`config.mk`:
```
export PLATFORM = sky130hd
export DESIGN_NAME = uart_hex_report_flat
export DESIGN_NICKNAME = d
export VERILOG_FILES = /design/src/rtl/uart_hex_report_if.sv /design/src/rtl/uart_hex_report.sv /design/src/flat_wrapper.sv
export SDC_FILE = /design/constraint.sdc
export NUM_CORES = 1
export LEC_CHECK = 0
export CORE_ASPECT_RATIO = 1.4
export CORE_MARGIN = 2
export CORE_UTILIZATION = 35
export DETAILED_ROUTE_END_ITERATION = 16
export MAX_ROUTING_LAYER = met4
export SLEW_MARGIN = 20
export SYNTH_ARGS = -nofsm -noshare
export SYNTH_HDL_FRONTEND = slang
export SYNTH_SLANG_ARGS = --single-unit
export TNS_END_PERCENT = 20
```
`constraint.sdc`:
```
create_clock -name CLK_SYS -period 5.1 [get_ports CLK_SYS]
set_clock_uncertainty 0.05 [all_clocks]
set_input_delay 1.02 -clock CLK_SYS [delete_from_list [all_inputs] [get_ports CLK_SYS]]
set_output_delay 1.02 -clock CLK_SYS [all_outputs]
set_load 0.005 [all_outputs]
```
`src/rtl/uart_hex_report_if.sv`:
```
// uart_hex_report_if: report-word handshake plus UART transmitter enable/busy byte port.
interface uart_hex_report_if;
  logic        Rpt_valid;
  logic [31:0] Rpt_data;
  logic        Rpt_ready;
  logic        Uart_TX_EN;
  logic [7:0]  Uart_din;
  logic        Uart_TX_busy;
  modport master (output Rpt_valid, Rpt_data, Uart_TX_busy, input Rpt_ready, Uart_TX_EN, Uart_din);
  modport slave  (input Rpt_valid, Rpt_data, Uart_TX_busy, output Rpt_ready, Uart_TX_EN, Uart_din);
endinterface

```
`src/rtl/uart_hex_report.sv`:
```
// uart_hex_report: formats a 32-bit report as "F:XXXXXXXX\r\n" for the UART transmitter; UART_RPT_CKSUM_EN adds "*CC".
module uart_hex_report (
  input logic CLK_SYS,
  input logic CLK_RST,
  uart_hex_report_if.slave bus
);
  localparam logic [7:0] TAG_CHAR = 8'h46;
  localparam logic [1:0] GAP_CYC = 2'd2;
`ifdef UART_RPT_CKSUM_EN
  localparam logic [3:0] LAST = 4'd14;
`else
  localparam logic [3:0] LAST = 4'd11;
`endif
  typedef enum logic [1:0] {IDLE, GAP, REQ, WAIT} state_t;
  state_t state, state_n;
  logic [3:0] idx, dig;
  logic [1:0] gap_cnt;
  logic [31:0] data;
  logic [7:0] din, ch;
  logic tx_en, ready, accept, load, tx_en_n, ready_n;
`ifdef UART_RPT_CKSUM_EN
  logic [7:0] cks;
`endif
  function automatic logic [7:0] hex(input logic [3:0] n);
    return n < 4'd10 ? {4'h3, n} : 8'h37 + {4'h0, n};
  endfunction
  assign accept = bus.Rpt_valid && ready;
  assign bus.Rpt_ready = ready;
  assign bus.Uart_TX_EN = tx_en;
  assign bus.Uart_din = din;
  always_comb begin
    dig = 4'd9 - idx;
    ch = idx == 4'd0 ? TAG_CHAR : idx == 4'd1 ? 8'h3A : idx <= 4'd9 ? hex(4'(data >> {dig, 2'b00})) :
         idx == LAST ? 8'h0A : 8'h0D;
`ifdef UART_RPT_CKSUM_EN
    ch = idx == 4'd10 ? 8'h2A : idx == 4'd11 ? hex(cks[7:4]) : idx == 4'd12 ? hex(cks[3:0]) : ch;
`endif
  end
  always_ff @(posedge CLK_SYS) begin
    if (CLK_RST) begin
      state <= IDLE;
      idx <= 4'd0;
      gap_cnt <= 2'd0;
      data <= 32'd0;
      din <= 8'h00;
      tx_en <= 1'b0;
      ready <= 1'b0;
`ifdef UART_RPT_CKSUM_EN
      cks <= 8'h00;
`endif
    end else begin
      state <= state_n;
      tx_en <= tx_en_n;
      ready <= ready_n;
      gap_cnt <= state != GAP ? 2'd0 : gap_cnt == GAP_CYC ? gap_cnt : gap_cnt + 2'd1;
      if (accept) begin
        data <= bus.Rpt_data;
        idx <= 4'd0;
      end
      if (state == WAIT && !bus.Uart_TX_busy && idx != LAST) idx <= idx + 4'd1;
      if (load) din <= ch;
`ifdef UART_RPT_CKSUM_EN
      if (accept) cks <= 8'h00;
      else if (load && idx <= 4'd9) cks <= cks ^ ch;
`endif
    end
  end
  always_comb begin
    state_n = state;
    case (state)
      IDLE: state_n = accept ? GAP : IDLE;
      GAP: state_n = gap_cnt == GAP_CYC && !bus.Uart_TX_busy ? REQ : GAP;
      REQ: state_n = bus.Uart_TX_busy ? WAIT : REQ;
      WAIT: state_n = bus.Uart_TX_busy ? WAIT : idx == LAST ? IDLE : GAP;
      default: state_n = IDLE;
    endcase
  end
  always_comb begin
    load = state == GAP && state_n == REQ;
    tx_en_n = state_n == REQ;
    ready_n = state_n == IDLE;
  end
endmodule

```
`src/flat_wrapper.sv`:
```
// flat-port wrapper written by rule: the top's interface ports become plain ports
module uart_hex_report_flat 
  (CLK_SYS, CLK_RST, bus_Rpt_valid, bus_Rpt_data, bus_Uart_TX_busy, bus_Rpt_ready, bus_Uart_TX_EN, bus_Uart_din);
  uart_hex_report_if bus_i ();
  input logic CLK_SYS;
  input logic CLK_RST;
  input wire logic [$bits(bus_i.Rpt_valid)-1:0] bus_Rpt_valid;
  input wire logic [$bits(bus_i.Rpt_data)-1:0] bus_Rpt_data;
  input wire logic [$bits(bus_i.Uart_TX_busy)-1:0] bus_Uart_TX_busy;
  output wire logic [$bits(bus_i.Rpt_ready)-1:0] bus_Rpt_ready;
  output wire logic [$bits(bus_i.Uart_TX_EN)-1:0] bus_Uart_TX_EN;
  output wire logic [$bits(bus_i.Uart_din)-1:0] bus_Uart_din;
  assign bus_i.Rpt_valid = bus_Rpt_valid;
  assign bus_i.Rpt_data = bus_Rpt_data;
  assign bus_i.Uart_TX_busy = bus_Uart_TX_busy;
  assign bus_Rpt_ready = bus_i.Rpt_ready;
  assign bus_Uart_TX_EN = bus_i.Uart_TX_EN;
  assign bus_Uart_din = bus_i.Uart_din;
  uart_hex_report u_core (.CLK_SYS(CLK_SYS), .CLK_RST(CLK_RST), .bus(bus_i));
endmodule
```
==> impl_metrics.py <==
metrics = {
    "clock_network": {
        "clk_pin_slew_ns": 0.08,
        "post_cts_buffers": 0,
        "tritoncts": "built",
        "clk_latency_ns": 0.31,
        "cts_buffer_depth": 2,
        "cts_buffers": 5,
        "ctsHoldBuffers": 0,
        "h-tree-depth": 2,
        "cts_sinks": 49,
        "cts_root_buffer": "clkbuf_8",
        "cts_resized": 0,
    },
    "pwr": {
        "total_leakage_power_uw": 0.001019,
        "irDropWorstVdd_mv": 0.1525,
        "p_per_area_mw_per_mm2": 256.9,
        "power_uw": 752.3,
    },
    "timing": {
        "tightest_slew_ns": 1.067,
        "final_max_slew_viol_count": 0,
        "setup_viol": 0,
        "rsz0062_at_grt": "no",
        "timing.final.crit_share_pct": 53.78,
        "setup_tns_ns": 0,
        "relSlewSlack_pct": 28.69,
        "hold_viol": 0,
        "fin_crit_ns": 2.743,
        "fmax_mhz": 364.6,
        "whs_ns": 0.4053,
    },
    "synth": {
        "netlist_area_mm2": 0.002364,
        "synth-async-reset-ratio_pct": 0,
        "synth_fp_nets": 336,
        "synth_seq_cells": 49,
        "ys_types": 38,
        "synthCells": 293,
        "ys.flop_type": "dfxtp_1",
        "synth.avg_cell_area_um2": 8.067,
        "seq_area_frac_synth_pct": 41.50,
        "synth-edff-count": 0,
        "yosysWarnings": 0,
    },
    "worst_setup_path": {
        "cp_slowest_cell": "or3b_2",
        "path_delay_family": "simple AND/OR/NAND/NOR gates",
        "worstPathRequired_ns": 5.21,
        "arrival_ns": 2.86,
        "worstPathCellList": "clkdlybuf4s50_1 > nor2b_1 > and3_1 > nand2_1 > or3b_2 > a21oi_1 > nor3_1",
        "end_kind": "flip-flop",
        "start_kind": "input port",
        "critPathBufInv": 1,
        "crit_fanout": 7,
        "slowest_delay_ns": 0.51,
        "path_class": "input port to flip-flop",
    },
    "routing": {
        "finalWirelength_um": 5186,
        "viasPerCell": 5.040,
        "first_iter_violations": 109,
        "post_drt_wl_per_cell_um": 12.93,
        "route.vias.total": 2021,
        "ant_nets": 0,
        "drc": 0,
        "dr.pass1.iters": 4,
    },
    "global_routing": {
        "grt_usage_pct": 15.36,
        "gr-total-overflow": 0,
        "antenna_found_initial": 0,
        "grt_pass1_vias": 1903,
        "grt_max_degree": 37,
        "grt_pass1_wl_um": 8604,
    },
    "die": {
        "die_area_mm2": 0.007435,
        "initial_core_util_pct": 35.98,
        "die_w_um": 73.45,
        "die_h_um": 101.2,
        "rows": 35,
        "core_mm2": 0.006569,
        "io_pins": 46,
    },
    "cells_and_area": {
        "stdcell_area_mm2": 0.002928,
        "diodes": 0,
        "layout-drive-gt1-share_pct": 4.893,
        "final_cell_mix": "78 x nand2_1, 49 x dfxtp_1, 44 x clkdlybuf4s50_1",
        "final_util_pct": 44.57,
        "final_net_count": 370,
        "layout_commonest_cell": "nand2_1",
        "syn_to_final_growth_pct": 23.88,
    },
    "placement": {
        "dp_hpwl_um": 3852,
        "placed_area_mm2": 0.002824,
        "routabilityCongestion": 0.8794,
        "port_buffers": 44,
    },
    "outcome": {
        "status": "finished, final reports clean",
    },
    "hold_path": {
        "hold_class": "flip-flop to flip-flop",
    },
    "run": {
        "cap_violations": 0,
    },
}
-- cells by family after synthesis --
group	Yosys count	synth area share, %
and+or+nand+nor	129	23.40
AOI/OAI and AO/OA	59	15.35
DFF	49	41.50
buffers and inverters	26	4.976
muxes	18	9.422
adders and majority gates	7	3.705
xor gates and xnor gates	4	1.483
other	1	0.1587
-- per-stage QoR --
step	setup WS, ns	cells
after floorplan	2.290	293
after global placement	2.103	394
after detailed placement	2.051	394
after CTS	2.371	401
after global routing	2.072	401
final	2.357	401
-- worst reg2reg max path, stage by stage (launching register included) --
cell and delay [ns]:
dfxtp_1 0.44, inv_1 0.09, ha_1 0.39, nor2b_1 0.19, a22oi_1 0.30, nand4_1 0.18
ha_1 0.26, nand4_1 0.09, mux2_4 0.33, a2111oi_4 0.33
-- Yosys cell counts (3+ instances only) --
master | instances | area (µm²)
a21oi_1 | 40 | 200.2
a221o_1 | 3 | 30.03
a22oi_1 | 4 | 30.03
and2_1 | 3 | 18.77
and3_1 | 3 | 18.77
buf_1 | 3 | 11.26
clkbuf_1 | 13 | 48.80
dfxtp_1 | 49 | 980.9
ha_1 | 7 | 87.58
inv_1 | 6 | 22.52
mux2i_1 | 14 | 140.1
mux4_2 | 3 | 67.56
nand2_1 | 78 | 292.8
nand3_1 | 4 | 20.02
nand4_1 | 5 | 31.28
nor2_1 | 21 | 78.83
nor2b_1 | 4 | 25.02
nor3_1 | 6 | 30.03
o21ai_0 | 4 | 20.02
-- power breakdown --
group,leakage (µW),internal [µW],switching [µW]
Combinational,0.000567,41.1,35.9
Sequential,0.000398,397,8.40
Clock,0.0000540,143,127
Total,0.00102,581,172
-- cell type report --
type	count	area (µm²)
Fill cell	674	3641
Tap cell	74	92.59
Timing Repair Buffer	47	462.9
Clock inverter	2	35.03
Multi-Input combinational cell	218	1265
Inverter	6	22.52
Sequential cell	49	980.9
Clock buffer	5	68.82
-- state kept, by name, indices dropped and copies added, names as in the netlist --
register               cells
u_core.state               2
u_core.data               32
u_core.bus.Uart_TX_EN      1
u_core.idx                 4
u_core.bus.Rpt_ready       1
u_core.gap_cnt             2
u_core.bus.Uart_din        7
-- path summary, 6_finish.rpt --
check | to | slack, ns | startpoint | depth (start not counted)
worst max-delay path | u_core.bus.Uart_din[1] | 2.36 | bus_Uart_TX_busy | 7
worst min register to register | u_core.data[7] | 0.41 | u_core.data[7] | 2
worst min-delay path | u_core.data[7] | 0.41 | u_core.data[7] | 2
worst max register to register | u_core.bus.Uart_din[2] | 2.36 | u_core.idx[2] | 9
-- layer usage --
metal,GRT usage (%),up-vias,wire length (µm)
met5,-,-,0
met4,5.594,0,87
met3,3.383,6,155
met2,26.03,39,2672
met1,17.50,911,2272
li1,-,1065,-
No activity file was read; power rests on OpenSTA's default activity.
